`config.mk`:
```
export PLATFORM = sky130hd
export DESIGN_NAME = clause_row
export DESIGN_NICKNAME = d
export VERILOG_FILES = /design/src/rtl/sat_row_pkg.sv /design/src/rtl/lit_slot.sv /design/src/rtl/clause_row.sv
export SDC_FILE = /design/constraint.sdc
export NUM_CORES = 1
export LEC_CHECK = 0
export ABC_AREA = 1
export CORE_AREA = 5 5 201 203
export DETAILED_ROUTE_END_ITERATION = 8
export DIE_AREA = 0 0 206 208
export RECOVER_POWER = 100
export SLEW_MARGIN = 10
export SYNTH_ARGS = -nofsm -noshare
export SYNTH_HDL_FRONTEND = slang
export SYNTH_SLANG_ARGS = --single-unit
```
`constraint.sdc`:
```
create_clock -name clk -period 30.3 [get_ports clk]
set_input_delay 4.545 -clock clk [delete_from_list [all_inputs] [get_ports clk]]
set_output_delay 4.545 -clock clk [all_outputs]
set_load 0.02 [all_outputs]
```
`src/rtl/sat_row_pkg.sv`:
```
// Shared encodings for the clause-array row.
//   Literal codes : LIT_NONE / LIT_POS / LIT_NEG (2 bits per slot)
//   Value codes   : {val[1:0], implied}; val VAL_FREE = unassigned, VAL_CONFL = conflict mark
//   Row lifecycle : row_state_t {EMPTY, LOADING, READY}
//   Free count    : FC_NONE / FC_ONE / FC_MANY (saturating, two or more -> FC_MANY)
package sat_row_pkg;

  localparam logic [1:0] LIT_NONE  = 2'b00;
  localparam logic [1:0] LIT_POS   = 2'b01;
  localparam logic [1:0] LIT_NEG   = 2'b10;

  localparam logic [1:0] VAL_FREE  = 2'b00;
  localparam logic [1:0] VAL_CONFL = 2'b11;

  localparam logic [1:0] FC_NONE   = 2'b00;
  localparam logic [1:0] FC_ONE    = 2'b01;
  localparam logic [1:0] FC_MANY   = 2'b11;

  typedef enum logic [1:0] {
    EMPTY   = 2'b00,
    LOADING = 2'b01,
    READY   = 2'b10
  } row_state_t;

endpackage

```
`src/rtl/lit_slot.sv`:
```
// One literal slot of a clause row, tied to one variable column.
// Holds the stored literal and its "this row implied the column" flag, classifies the
// slot (participating / free / true / conflicting) and ORs its drive into the column's
// downward value chain.
//   clk, rst          : clock, asynchronous active-low reset
//   i_wr, i_lit       : write this slot (already gated by row state and index)
//   i_clr             : free the row
//   i_value           : column value {val, implied}
//   i_down / o_down   : value chain from above / to below
//   i_unit            : row is unit and implication is enabled
//   i_conf_drv        : drive the conflict mark on participating columns
//   i_apply_imply     : implication phase strobe
//   i_apply_bkt       : backtrack phase strobe
//   o_lit, o_implied  : stored state
//   o_part, o_free, o_true, o_confl, o_first_imply : slot classification
module lit_slot
  import sat_row_pkg::*;
(
  input  logic       clk,
  input  logic       rst,
  input  logic       i_wr,
  input  logic [1:0] i_lit,
  input  logic       i_clr,
  input  logic [2:0] i_value,
  input  logic [2:0] i_down,
  input  logic       i_unit,
  input  logic       i_conf_drv,
  input  logic       i_apply_imply,
  input  logic       i_apply_bkt,
  output logic [1:0] o_lit,
  output logic       o_implied,
  output logic       o_part,
  output logic       o_free,
  output logic       o_true,
  output logic       o_confl,
  output logic [2:0] o_down,
  output logic       o_first_imply
);

  logic [1:0] r_lit;
  logic       r_implied;
  logic [1:0] w_val;
  logic [2:0] w_drive;

  assign w_val   = i_value[2:1];
  assign o_part  = (r_lit != LIT_NONE);
  assign o_free  = o_part && (w_val == VAL_FREE);
  assign o_true  = o_part && (w_val == r_lit);
  assign o_confl = o_part && r_implied && (w_val == VAL_CONFL);

  // The unit row only ever has one free slot, so at most one slot implies.
  always_comb begin
    w_drive = 3'b000;
    if (i_unit && o_free) begin
      w_drive = {r_lit, 1'b1};
    end else if (i_conf_drv && o_part) begin
      w_drive = {VAL_CONFL, 1'b0};
    end
  end

  assign o_down = i_down | w_drive;

  // Only the first row to change the chain claims the implication.
  assign o_first_imply = i_apply_imply && i_unit && o_free && (o_down != i_down);

  always_ff @(posedge clk or negedge rst) begin
    if (!rst) begin
      r_lit     <= LIT_NONE;
      r_implied <= 1'b0;
    end else if (i_clr) begin
      r_lit     <= LIT_NONE;
      r_implied <= 1'b0;
    end else begin
      if (i_wr) begin
        r_lit <= i_lit;
      end
      if (o_first_imply) begin
        r_implied <= 1'b1;
      end else if (i_wr || (i_apply_bkt && o_part && !i_value[0])) begin
        r_implied <= 1'b0;
      end
    end
  end

  assign o_lit     = r_lit;
  assign o_implied = r_implied;

endmodule

```
`src/rtl/clause_row.sv`:
```
// One complete clause of the clause array: NUM_LIT literal slots plus clause-level logic
// (satisfaction, free count, unit implication, max level, conflict detection, lifecycle
// FSM and a saturating activity counter for learnt-clause replacement).
//   clk, rst                          : clock, asynchronous active-low reset
//   var_value_i, var_lvl_i            : per-column value and level
//   var_value_down_i/_o               : per-column value chain, through this row
//   var_lvl_down_i/_o                 : per-column level chain, through this row
//   wr_i, wr_idx_i, lit_i, wr_done_i  : clause load interface
//   clr_i                             : free the row
//   lit_o                             : stored literals
//   imp_drv_i, conflict_c_drv_i       : drive enables
//   apply_imply_i, apply_analyze_i, apply_bkt_i, decay_i : phase strobes
//   csat_o, freecnt_o, conflict_c_o, all_lit_false_o, cmax_lvl_o : clause status
//   state_o, activity_o               : lifecycle state, activity
module clause_row
  import sat_row_pkg::*;
#(
  parameter int unsigned NUM_LIT   = 8,
  parameter int unsigned WIDTH_LVL = 16,
  parameter int unsigned ACT_W     = 8
) (
  input  logic                         clk,
  input  logic                         rst,
  input  logic [3*NUM_LIT-1:0]         var_value_i,
  input  logic [3*NUM_LIT-1:0]         var_value_down_i,
  output logic [3*NUM_LIT-1:0]         var_value_down_o,
  input  logic [WIDTH_LVL*NUM_LIT-1:0] var_lvl_i,
  input  logic [WIDTH_LVL*NUM_LIT-1:0] var_lvl_down_i,
  output logic [WIDTH_LVL*NUM_LIT-1:0] var_lvl_down_o,
  input  logic                         wr_i,
  input  logic [$clog2(NUM_LIT)-1:0]   wr_idx_i,
  input  logic [1:0]                   lit_i,
  input  logic                         wr_done_i,
  input  logic                         clr_i,
  output logic [2*NUM_LIT-1:0]         lit_o,
  input  logic                         imp_drv_i,
  input  logic                         conflict_c_drv_i,
  input  logic                         apply_imply_i,
  input  logic                         apply_analyze_i,
  input  logic                         apply_bkt_i,
  input  logic                         decay_i,
  output logic                         csat_o,
  output logic [1:0]                   freecnt_o,
  output logic                         conflict_c_o,
  output logic                         all_lit_false_o,
  output logic [WIDTH_LVL-1:0]         cmax_lvl_o,
  output logic [1:0]                   state_o,
  output logic [ACT_W-1:0]             activity_o
);

  localparam int unsigned IdxW = $clog2(NUM_LIT);

  row_state_t           r_state, w_state_next;
  logic [ACT_W-1:0]     r_act, w_act_base, w_act_next;

  logic [NUM_LIT-1:0]   w_part, w_free, w_true, w_confl, w_first, w_implied;
  logic                 w_ready, w_any_true, w_any_free, w_multi_free, w_unit, w_wr_ok;
  logic [WIDTH_LVL-1:0] w_cmax;

  assign w_ready = (r_state == READY);
  assign w_wr_ok = wr_i && !clr_i && !w_ready;

  for (genvar g = 0; g < NUM_LIT; g++) begin : g_slot
    lit_slot u_slot (
      .clk           (clk),
      .rst           (rst),
      .i_wr          (w_wr_ok && (wr_idx_i == IdxW'(g))),
      .i_lit         (lit_i),
      .i_clr         (clr_i),
      .i_value       (var_value_i[3*g +: 3]),
      .i_down        (var_value_down_i[3*g +: 3]),
      .i_unit        (w_unit),
      .i_conf_drv    (conflict_c_drv_i),
      .i_apply_imply (apply_imply_i),
      .i_apply_bkt   (apply_bkt_i),
      .o_lit         (lit_o[2*g +: 2]),
      .o_implied     (w_implied[g]),
      .o_part        (w_part[g]),
      .o_free        (w_free[g]),
      .o_true        (w_true[g]),
      .o_confl       (w_confl[g]),
      .o_down        (var_value_down_o[3*g +: 3]),
      .o_first_imply (w_first[g])
    );

    assign var_lvl_down_o[WIDTH_LVL*g +: WIDTH_LVL] =
        w_first[g] ? w_cmax : var_lvl_down_i[WIDTH_LVL*g +: WIDTH_LVL];
  end

  // Clearing the lowest set bit leaves something iff two or more slots are free.
  assign w_any_true   = |w_true;
  assign w_any_free   = |w_free;
  assign w_multi_free = |(w_free & (w_free - NUM_LIT'(1)));
  assign freecnt_o    = w_multi_free ? FC_MANY : (w_any_free ? FC_ONE : FC_NONE);

  assign csat_o          = w_ready && w_any_true;
  assign all_lit_false_o = w_ready && !w_any_true && !w_any_free;
  assign w_unit          = w_ready && !w_any_true && (freecnt_o == FC_ONE) && imp_drv_i;
  assign conflict_c_o    = w_ready && |(w_confl & w_implied);

  // Max level over assigned participating literals.
  always_comb begin
    w_cmax = '0;
    for (int i = 0; i < NUM_LIT; i++) begin
      if (w_part[i] && !w_free[i] && (var_lvl_i[WIDTH_LVL*i +: WIDTH_LVL] > w_cmax)) begin
        w_cmax = var_lvl_i[WIDTH_LVL*i +: WIDTH_LVL];
      end
    end
  end
  assign cmax_lvl_o = w_cmax;

  always_comb begin
    w_state_next = r_state;
    if (clr_i) begin
      w_state_next = EMPTY;
    end else begin
      case (r_state)
        EMPTY:   if (wr_i)      w_state_next = LOADING;
        LOADING: if (wr_done_i) w_state_next = READY;
        default: ;
      endcase
    end
  end

  // Decay halves first; a concurrent bump is then applied with saturation.
  always_comb begin
    w_act_base = decay_i ? (r_act >> 1) : r_act;
    w_act_next = w_act_base;
    if (apply_analyze_i && conflict_c_o && (w_act_base != {ACT_W{1'b1}})) begin
      w_act_next = w_act_base + ACT_W'(1);
    end
  end

  always_ff @(posedge clk or negedge rst) begin
    if (!rst) begin
      r_state <= EMPTY;
      r_act   <= '0;
    end else begin
      r_state <= w_state_next;
      r_act   <= clr_i ? '0 : w_act_next;
    end
  end

  assign state_o    = r_state;
  assign activity_o = r_act;

endmodule
```
# Yosys cells after proc, flatten, opt, wreduce, memory -nomap -nowiden
# Cells that the tools add are included.
classes:
  multipliers: 0
  div: 0
  n_addsub: 2
  eq_ne: 37
  n_reduce_logical: 183
  bitwise: 10
  n_mux: 81
  n_lt_le_gt_ge: 8
  shifts: 0
ops:
  columns: ["cell", "n"]
  rows:
  - ["$mux W16", 16]
  - ["$logic_and A1 B1 Y1", 115]
  - ["$gt A16 B16 Y1", 7]
  - ["$mux W3", 16]
  - ["$mux W2", 20]
  - ["$reduce_bool A2 Y1", 16]
  - ["$reduce_or A8 Y1", 4]
  - ["$reduce_bool A3 Y1", 9]
  - ["$mux W1", 25]
  - ["$mux W8", 3]
  - ["$ne A3 B3 Y1", 8]
  - ["$or A3 B3 Y3", 8]
  - ["$logic_not A1 Y1", 20]
  - ["$eq A2 B2 Y1 const B", 9]
  - ["$logic_not A2 Y1", 9]
  - ["$and A8 B8 Y8", 2]
  - ["$eq A2 B2 Y1", 8]
  - ["$gt A16 B1 Y1 const B", 1]
  - ["$eq A3 B3 Y1 const B", 4]
  - ["$add A8 B1 Y8 const B", 1]
  - ["$logic_or A1 B1 Y1", 8]
  - ["$ne A8 B8 Y1 const B", 1]
  - ["$sub A8 B1 Y8 const B", 1]
  - ["$eq A3 B2 Y1 const B", 2]
  - ["6 further kinds", 8]
word_totals:
  ram_bits: 0
  regBits: 34
  n_memories: 0
  latch_bits: 0
  mem_bits_ro: 0
  input_bits: 320
  word_cells: 339

# Logic depth before layout (Yosys ltp)
# Gate-level depths: netlist of the first run.
depth:
  word_depth: 28
  depth_mapped: 111

# Modules after synthesis
# A second synthesis of the first run with hierarchy kept.
unflattened:
  cells_unflattened: 1670
  hier_area_um2: 9714.3
modules_own_cells:
  columns: ["module", "cells_per_inst", "n_inst", "area_per_inst_um2"]
  rows:
  - ["clause_row", 1310, 1, 7171.9]
  - ["lit_slot", 45, 8, 317.8]

# Least setup slack after synthesis of the first run
# No wires, ideal clock.
synth_path:
  kind: "input port to output port"
  startpoint: "in var_lvl_i[0]"
  endpoint: "out cmax_lvl_o[5]"
  slack_ns: 8.923
  cell_stages: 80
  t_required_ns: 25.755
  arrival_ns: 16.832
  cell_sequence: "inv_1 > nand3_1 > nor2_1 > nand3_1 > nand2_1 > inv_1 > clkbuf_1 > nand2_1 > ha_1 > a21o_1 > nor2_1 > nand2_1 > nand2_1 > nand2_1 > nand2_1 > clkbuf_1 > clkbuf_1 > o21ai_0 > (+44 left out) > nand2_2 > nand2_4 > buf_6 > nand2_2 > and2_1 > ha_1 > inv_1 > nor2_1 > nor2_1 > o21a_1 > o221ai_1 > nand2_1 > o2111ai_1 > nand2_1 > buf_2 > buf_2 > nand3_2 > and2_1"
synth_via:
  elab_chain_len: 24
synth_rtl:
  columns: ["item", "line_no", "source"]
  rows:
  - ["start, declared", "clause_row.sv:27", "input logic [WIDTH_LVL*NUM_LIT-1:0] var_lvl_i,"]
  - ["$gt A16 B1 Y1", "clause_row.sv:105", "if (w_part[i] && !w_free[i] && (var_lvl_i[WIDTH_LVL*i +: WIDTH_LVL] > w_cmax)) begin"]
  - ["$logic_and A1 B1 Y1", "clause_row.sv:105", null]
  - ["$mux W16 *", "clause_row.sv:105", null]
  - ["$gt A16 B16 Y1", "clause_row.sv:105", null]
  - ["$logic_and A1 B1 Y1", "clause_row.sv:105", null]
  - ["$mux W16 *", "clause_row.sv:105", null]
  - ["$gt A16 B16 Y1", "clause_row.sv:105", null]
  - ["$logic_and A1 B1 Y1", "clause_row.sv:105", null]
  - ["(+8 left out)", null, null]
  - ["$logic_and A1 B1 Y1", "clause_row.sv:105", null]
  - ["$mux W16 *", "clause_row.sv:105", null]
  - ["$gt A16 B16 Y1", "clause_row.sv:105", null]
  - ["$logic_and A1 B1 Y1", "clause_row.sv:105", null]
  - ["$mux W16 *", "clause_row.sv:105", null]
  - ["$gt A16 B16 Y1", "clause_row.sv:105", null]
  - ["$logic_and A1 B1 Y1", "clause_row.sv:105", null]
  - ["$mux W16 *", "clause_row.sv:105", null]
  - ["end, declared", "clause_row.sv:46", "output logic [WIDTH_LVL-1:0] cmax_lvl_o,"]
# Mark *: on every way between the ends. The rest lies on a longest branch, timed or not.

# Final worst setup path of the first run
layout_path:
  startpoint: "in var_value_i[2]"
  endpoint: "out var_lvl_down_o[9]"
layout_via:
  elab_chain_len: 28
layout_rtl:
  columns: ["item", "line_no", "source"]
  rows:
  - ["start, declared", "clause_row.sv:24", "input logic [3*NUM_LIT-1:0] var_value_i,"]
  - ["$logic_not A2 Y1", "lit_slot.sv:47", "assign o_free = o_part && (w_val == VAL_FREE);"]
  - ["$logic_and A1 B1 Y1", "lit_slot.sv:47", null]
  - ["$logic_not A1 Y1", "clause_row.sv:105", null]
  - ["$logic_and A1 B1 Y1 (2 in series)", "clause_row.sv:105", null]
  - ["$mux W16", "clause_row.sv:105", null]
  - ["$gt A16 B16 Y1", "clause_row.sv:105", null]
  - ["$logic_and A1 B1 Y1", "clause_row.sv:105", null]
  - ["$mux W16", "clause_row.sv:105", null]
  - ["(+11 left out)", null, null]
  - ["$mux W16", "clause_row.sv:105", null]
  - ["$gt A16 B16 Y1", "clause_row.sv:105", null]
  - ["$logic_and A1 B1 Y1", "clause_row.sv:105", null]
  - ["$mux W16", "clause_row.sv:105", null]
  - ["$gt A16 B16 Y1", "clause_row.sv:105", null]
  - ["$logic_and A1 B1 Y1", "clause_row.sv:105", null]
  - ["$mux W16", "clause_row.sv:105", null]
  - ["$mux W16 *", "clause_row.sv:87", "w_first[g] ? w_cmax : var_lvl_down_i[WIDTH_LVL*g +: WIDTH_LVL];"]
  - ["end, declared", "clause_row.sv:29", "output logic [WIDTH_LVL*NUM_LIT-1:0] var_lvl_down_o,"]
# Marked as above.

==> impl.org, run 1 <==
** Outcome
- The flow ran to the end, but the final reports show violations.
- The checks that failed: max-capacitance violations, max-slew violations.

** Routing
- Final wirelength :: 55600 um
- Drt wl/cell :: 21.5 um
- Final ANT Viol Nets :: 0
- Avg Vias per Cell :: 4.91
- Count of TritonRoute iterations in the first routing pass :: 6
- The routed layout has 12700 vias.
- In the routed design, unresolved DRC markers number 0.
- DRT iter0 DRCs :: 900

** Setup path
- Kind of end point of the critical path :: output port
- Data on the critical path arrives at its endpoint at 22.39 ns.
- At the worst endpoint, the required time is about 26 ns.
- The worst register-to-register path begins at g_slot[3].u_slot.o_lit[1]$_DFFE_PN0P_.
- The worst setup path is of the primary input to output port kind.
- In this run the worst path has a maximum fanout of 31.
- For this run, the slowest stage of the critical path takes 1.21 ns.
- In this design, the critical path's most frequently occurring cell is sky130_fd_sc_hd__nand2_1.
- Worst Reg-to-Reg Cells :: 19
- Worst setup path endpoint :: var_lvl_down_o[9]
- Endpoint of the lowest-slack register-to-register path :: g_slot[6].u_slot.o_implied$_DFFE_PN0P_
- STA classifies the critical path startpoint as a primary input.
- Reg2reg setup slack :: 25.17 ns
- Source of the critical timing path :: var_value_i[2]
- For this design, the slowest cell found on the critical path is sky130_fd_sc_hd__nand2_1.

** CTS
- Buffers inserted during post-CTS setup optimization :: 0
- Number of buffers created by CTS :: 5
- Clock slew seen by the registers of the worst setup and hold paths :: ~0.060 ns
- CTS sink count :: 34
- The later pin in the worst-skew pair is clocked with a latency of 0.29 ns.
- Hold repair after CTS inserted 0 buffers.
- Root buffer selected by CTS :: sky130_fd_sc_hd__clkbuf_16
- Post-CTS repair changed the size of 0 cells.
- Depth of the CTS H-tree :: 2
- TritonCTS built the clock tree.
- Number of buffers between clock root and the deepest sink :: 2

** STA
- Between clock sinks in the finished design, the worst skew comes to 0.00461 ns.
- Slew Limit Fails :: 67
- Pin slew with the least headroom to its limit :: between 2 and 2.5 ns
- Period utilization :: 88.9%
- Post-route setup TNS :: 0 ns
- Setup repair after global routing left no endpoint under its margin.
- Setup violations remaining at the end of the flow were counted as 0.
- In this run the tightest slew margin relative to its limit is -41.0%.
- Slack of the critical path :: 3.37 ns
- Counting I/O delays and the setup requirement, the final critical path takes 26.93 ns.
- Top achievable clock speed :: 0.0371 GHz
- Number of hold violations in the final report :: 0

** Floorplanning
- The initial utilization of the core area, before any placement, comes to 23.1%.
- Top-Level Pins :: around 520
- The die covers 0.0428 mm^2.
- The die is a little over 200 um wide.
- The total area inside the core boundary comes to 0.0383 mm^2.
- The die is 208 um tall.
- The floorplan has 72 rows.

** Pwr
- Worst VDD drop :: 0.0000224 V
- Total leakage power :: around 0.007 uW
- Pwr Density :: 44.3 mW/mm^2

** Final layout
- In the final layout, the share of cells above drive strength 1 is under 10%.
- Summing all multi-input logic gate instances after layout gives about 0.0072 mm^2.
- Number of filler cells placed in the layout :: 4117
- Most frequent cells in the layout :: 545 x sky130_fd_sc_hd__nand2_1, 353 x sky130_fd_sc_hd__clkdlybuf4s50_1, 206 x sky130_fd_sc_hd__nand3_1, 165 x sky130_fd_sc_hd__dlygate4sd3_1, 154 x sky130_fd_sc_hd__inv_1
- Post-route cell area :: 0.0147 mm^2
- Layout Nets :: 2481
- Area used by sequential logic in the layout :: 851 um^2
- Layout Area Growth over Synthesis :: 65.5%
- Most common cell after layout, fill and taps aside :: sky130_fd_sc_hd__nand2_1

** GRT
- The first global-routing pass estimated 80100 um of wire.
- Global routing usage summed across all routing layers :: 24.3%
- Grt ovf :: 0
- Maximum number of pins on one net before global-route repair :: 35
- Number of global-route vias before repair :: 12600
- The number of antenna violations at the first check in global routing came to 6.

** Place
- Buffers placed on the I/O ports in this run total approximately 520.
- The HPWL after detailed placement is 48000 um.
- Global placer's final weighted congestion :: 0.923
- OpenSTA, run right after detailed placement, puts the worst setup slack at 4.75 ns.
- The placed instances occupy a cell area of 0.0145 mm^2.

** Synthesis
- The share of the Yosys chip area taken by registers is approximately a tenth.
- The number of nets handed over by synthesis was 2007.
- Area of the mapped netlist :: 0.00885 mm^2
- Number of enable-type register cells in the synthesized netlist :: 0
- The most used flip-flop cell after synthesis is sky130_fd_sc_hd__dfrtp_1.
- Number of flip-flops and latches in the synthesized netlist :: 34
- Count of warnings emitted by yosys :: 0
- Cell count after synthesis :: 1583
- Netlist cell types :: 43
- Synth async-reset ratio :: 100%
- Post-synthesis average cell area :: 5.59 um^2

** Job
- Max-cap viol count :: 2

** Hold path
- The path class of the tightest hold or removal check is flip-flop to flip-flop.
[sequential cells by signal (all words and copies together) (netlist names)]
signal,count
state_o,2
g_slot.u_slot.o_implied,8
g_slot.u_slot.o_lit,16
activity_o,8
[cell type report]
cell class	instances	area share, %
Clock buffer	5	0.854
Timing Repair Buffer	524	35.6
Clock inverter	3	0.307
Sequential cell	34	5.81
Antenna cell	6	0.102
Inverter	160	4.10
Multi-Input combinational cell	1332	48.9
Tap cell	518	4.42
[how the worst min path moves through the flow]
stage | end | slack (ns) | depth (start not counted) | from
finish | g_slot[3].u_slot.o_implied$_DFFE_PN0P_ | 0.56 | 2 | g_slot[3].u_slot.o_implied$_DFFE_PN0P_
global route | g_slot[6].u_slot.o_implied$_DFFE_PN0P_ | 0.58 | 2 | g_slot[6].u_slot.o_implied$_DFFE_PN0P_
CTS | g_slot[3].u_slot.o_implied$_DFFE_PN0P_ | 0.55 | 2 | g_slot[3].u_slot.o_implied$_DFFE_PN0P_
detailed placement | g_slot[3].u_slot.o_implied$_DFFE_PN0P_ | 0.53 | 2 | g_slot[3].u_slot.o_implied$_DFFE_PN0P_
global placement | g_slot[3].u_slot.o_implied$_DFFE_PN0P_ | 0.53 | 2 | g_slot[3].u_slot.o_implied$_DFFE_PN0P_
floorplan | g_slot[3].u_slot.o_implied$_DFFE_PN0P_ | 0.48 | 2 | g_slot[3].u_slot.o_implied$_DFFE_PN0P_
[cell usage after synthesis (10+ instances only)]
| master | instances | area [um^2] |
|---|---|---|
| sky130_fd_sc_hd__a21oi_1 | 41 | 205 |
| sky130_fd_sc_hd__and2_1 | 31 | 194 |
| sky130_fd_sc_hd__buf_1 | 14 | 52.6 |
| sky130_fd_sc_hd__clkbuf_1 | 37 | 139 |
| sky130_fd_sc_hd__dfrtp_1 | 34 | 851 |
| sky130_fd_sc_hd__ha_1 | 104 | 1300 |
| sky130_fd_sc_hd__inv_1 | 153 | 574 |
| sky130_fd_sc_hd__nand2_1 | 543 | 2040 |
| sky130_fd_sc_hd__nand2_2 | 18 | 113 |
| sky130_fd_sc_hd__nand3_1 | 205 | 1030 |
| sky130_fd_sc_hd__nand3_4 | 10 | 175 |
| sky130_fd_sc_hd__nand4_1 | 12 | 75.1 |
| sky130_fd_sc_hd__nor2_1 | 92 | 345 |
| sky130_fd_sc_hd__o21ai_0 | 134 | 671 |
| sky130_fd_sc_hd__or2_2 | 48 | 300 |
[kinds of logic after synthesis]
family          share of synthesized area, %
compound gates                          16.0
buf+inv                                 9.41
flops                                   9.61
xor+xnor                              0.0989
fa+ha+maj                               14.7
simple gates                            50.2
[metrics by stage]
step                      total power (uW)  utilization [%]  instances  hold WS, ns
final                                  649             38.3       2582        0.557
after global routing                   706             38.3       2581        0.584
after CTS                              661             38.3       2576        0.553
after detailed placement               598             37.9       2568        0.532
after global placement                 591             37.9       2568        0.529
after floorplan                        379                -       1583        0.478
[routing by layer]
layer | part of all wire [%] | up-vias | GRT usage, %
met5 | 0.023 | - | 0
met4 | 3.9 | 2 | 8.86
met3 | 6.5 | 91 | 3.58
met2 | 52 | 501 | 45.9
met1 | 38 | 5862 | 27.2
li1 | - | 6219 | -
[report_power, final]
group | internal (uW) | total, uW | leakage (uW) | switching [uW]
Clock | 38.8 | 60.8 | 0.0000761 | 22.0
Sequential | 47.8 | 49.8 | 0.000455 | 2.01
Combinational | 203 | 539 | 0.00648 | 335
[worst max-delay path, delay by kind of cell]
family	cells	cell delay, ns
and+or+nand+nor	40	8.40
buffers and inverters	7	2.39
adders and majority gates	7	2.33
AOI/OAI and AO/OA	15	4.66
No activity file was read; power rests on OpenSTA's default activity.
==> inputs of run 2 (changes only) <==
--- a/constraint.sdc
+++ b/constraint.sdc
@@ -3,2 +3,2 @@
 set_output_delay 4.545 -clock clk [all_outputs]
-set_load 0.02 [all_outputs]
+set_load 0.01 [all_outputs]
==> run 2 against run 1 <==
Against the previous run: the flow still finishes with violations (max-capacitance violations, max-slew violations); sequential power barely moved; count of clock-buffer cells in the layout is the same; non-clock buffer count rose by 1; cell count rose by 0.15%; via count decreased by 0.35%; flip-flop and latch count stayed put; first-iteration DRC count down 9.4%; final area is 0.22% higher; power shrank 2.3%; global-route usage is essentially flat; combinational power shrank 4.5%; critical path type unchanged; critical endpoint is now var_lvl_down_o[63].
==> impl.org, run 2 (synthesized netlist as in run 1, its figures left out) <==
** STA
- Final Setup Violations :: 0
- Period utilization :: 88.7%
- Worst slew margin relative to its limit :: -36.4%
- Top achievable clock speed :: 0.0372 GHz
- Final worst clock skew :: 0.00191 ns
- Subtracting the final worst setup slack from the clock period gives roughly 27 ns.
- Slew Limit Fails :: 67
- Setup repair after global routing left no endpoint under its margin.
- Pin slew with the least headroom to its limit :: 2.05 ns
- In the final timing run, aggregate negative setup slack is 0 ns.
- The tightest hold path in the finished design has a slack of 0.550 ns.
- The count of endpoints failing hold in the final timing report was 0.

** Outcome
- The final reports fail on max-capacitance violations, max-slew violations.
- Status :: complete, but fails checks

** CTS
- The longest clock path from root to sink contains 2 buffers.
- The H-tree was split into 2 levels.
- For the worst-skew pair, the clock arrives at the later sink with an insertion delay of 0.29 ns.
- Hold repair after CTS inserted 0 buffers.
- TritonCTS built the clock tree.
- Number of buffers created by CTS :: 5
- Clock slew seen by the registers of the worst setup and hold paths :: approximately 0.060 ns
- Once the clock tree was built, the setup fixing pass inserted 0 buffers.
- The cell sitting at the root of the clock tree is a sky130_fd_sc_hd__clkbuf_16.
- The tree built by TritonCTS fans out to 34 sinks.
- Post-CTS repair changed the size of 0 cells.

** Setup path
- In this run the critical register-to-register path is launched from g_slot[3].u_slot.o_lit[1]$_DFFE_PN0P_.
- The worst register-to-register path has a depth of 19.
- Reg2reg setup slack :: roughly 25 ns
- For this design, the slowest cell found on the critical path is sky130_fd_sc_hd__nand2_1.
- Worst setup path class :: primary input to output port
- In this design, the stage delay of the slowest critical-path cell is 1.18 ns.
- In this run the critical register-to-register path is captured at g_slot[6].u_slot.o_implied$_DFFE_PN0P_.
- Buffers and inverters on the worst path :: 8
- Category of the worst setup path launch point :: primary input
- STA classifies the critical path endpoint as an output port.
- Worst path top cell family by delay :: simple AND/OR/NAND/NOR gates
- Worst EP arrival :: 22.34 ns
- Data required time at the worst endpoint :: 25.76 ns
- Most common cell on crit path :: sky130_fd_sc_hd__nand2_1
- Worst Path Max Fanout :: 31

** GRT
- Global routing consumed, over all layers together, 24.3% of the routing resources.
- The number of antenna violations at the first check in global routing is 9.
- Grt ovf :: 0
- The first global-routing pass estimated 79900 um of wire.
- Entering global routing, the biggest net connects 35 pins.
- The via count of the first global-routing pass was 12400.

** Pwr
- Total leakage power :: 0.00702 uW
- In this run the power density over the cells is 43.2 mW/mm^2.
- Worst VDD drop :: 0.0000217 V

** Final layout
- The top cell types in the final layout, fill and taps aside, are 546 x sky130_fd_sc_hd__nand2_1, 350 x sky130_fd_sc_hd__clkdlybuf4s50_1, 206 x sky130_fd_sc_hd__nand3_1, 168 x sky130_fd_sc_hd__dlygate4sd3_1, 153 x sky130_fd_sc_hd__inv_1.
- Max reg flops :: 16
- Count of placed standard cells in the final layout, fillers left out :: 2586
- The area growth from synthesis to layout is 65.9%.
- Once layout is done, the placed cells without fillers occupy 0.0147 mm^2.
- Most common cell after layout, fill and taps aside :: sky130_fd_sc_hd__nand2_1
- Cells with a size suffix above 1 make up 4.03% of the layout.
- Layout Nets :: 2482

** Place
- After legalization and detailed placement, the total HPWL measured 47800 um.
- In this run, placement finished with an instance count of 2569.
- Routability-driven placement finished with a final weighted congestion of 0.922.
- In this run the tool buffered the top-level ports with 518 buffer cells.
- The placed instances occupy a cell area of 0.0145 mm^2.

** Routing
- Count of TritonRoute iterations in the first routing pass :: 8
- In the final routing, the length of wire on met1 measures 20900 um.
- DRT iter0 DRCs :: 815
- Number of remaining DRC errors :: 0
- The routed layout has 12600 vias.
- Final wirelength :: 55300 um
- Dividing the detail-routed via count by the number of cells gives 4.88.
- Drt wl/cell :: 21.4 um
- Final ANT Viol Nets :: 0
- Met2 wire length :: 28500 um
- Uppermost routed layer :: met5
- Summed over all nets, wire length on met3 after detailed routing comes to 3740 um.

** Hold path
- The startpoint identified for the worst hold timing path is g_slot[5].u_slot.o_implied$_DFFE_PN0P_.
- The worst hold path terminates at g_slot[5].u_slot.o_implied$_DFFE_PN0P_.
- Worst hold stages :: 2
- The path class of the tightest hold or removal check is flip-flop to flip-flop.

** Floorplanning
- The floorplan step set the die width to 206 um.
- Die Outline Area :: 0.0428 mm^2
- The initial utilization of the core area, before any placement, comes to 23.1%.
- The die is about 210 um tall.
- Top-Level Pins :: 519
- Total number of placement rows :: a little over 70
- The core region is between 0.03 and 0.04 mm^2.

** Job
- Max-cap violations in this run came to 2.
[run 2: worst register-to-register path: stages, from the launching register on]
cell                       delay (ns)
sky130_fd_sc_hd__dfrtp_1         0.40
sky130_fd_sc_hd__nor2_1          0.41
sky130_fd_sc_hd__inv_1           0.12
sky130_fd_sc_hd__nand2_1         0.13
sky130_fd_sc_hd__nand2_1         0.07
sky130_fd_sc_hd__nor2_1          0.18
sky130_fd_sc_hd__nand3_1         0.12
sky130_fd_sc_hd__nor2_1          0.23
sky130_fd_sc_hd__o211ai_1        0.12
sky130_fd_sc_hd__nor2_1          0.19
sky130_fd_sc_hd__nand2_1         0.29
sky130_fd_sc_hd__inv_1           0.15
sky130_fd_sc_hd__nand2_1         0.16
sky130_fd_sc_hd__nand3_1         0.15
sky130_fd_sc_hd__o21ai_0         0.15
sky130_fd_sc_hd__nand2_1         0.09
sky130_fd_sc_hd__o221ai_1        0.15
sky130_fd_sc_hd__nand3_1         0.68
sky130_fd_sc_hd__clkinv_1        0.91
sky130_fd_sc_hd__o31ai_1         0.45
[run 2: how the worst max path moves through the flow]
stage,startpoint,endpoint,cells after the start
finish,var_value_i[2],var_lvl_down_o[63],67
global route,var_value_i[2],var_lvl_down_o[47],68
CTS,var_value_i[2],var_lvl_down_o[4],67
detailed placement,var_value_i[2],var_lvl_down_o[4],67
global placement,var_value_i[2],var_lvl_down_o[4],69
floorplan,var_lvl_i[0],cmax_lvl_o[5],80
[run 2: area by class of cell]
cell class | instances | area, um^2
fill | 4169 | 23600
multi-input combinational | 1332 | 7160
timing repair buffer | 525 | 5220
sequential | 34 | 851
tap | 518 | 648
inverter | 160 | 601
clock buffer | 5 | 125
clock inverter | 3 | 68.8
antenna | 9 | 22.5
[run 2: stage by stage]
stage / utilization, % / worst slack [ns] / power (uW)
6_report: 38.4 / 3.42 / 634
2_1_floorplan: - / 8.96 / 354
3_3_place_gp: 37.9 / 5.12 / 568
5_1_grt: 38.4 / 1.75 / 691
3_5_place_dp: 37.9 / 4.97 / 574
4_1_cts: 38.4 / 4.93 / 646
[run 2: per-layer routing]
metal | GRT usage, % | vias up
met4 | 9.36 | 2
met5 | 0 | -
met1 | 27.1 | 5785
li1 | - | 6219
met3 | 3.53 | 86
met2 | 45.7 | 539
[run 2: where the power goes]
part	total, uW	leakage [uW]	internal (uW)	switching (uW)
logic	515	0.00647	204	311
clock network	69.2	0.0000941	47.3	21.9
registers	49.7	0.000455	47.8	1.92
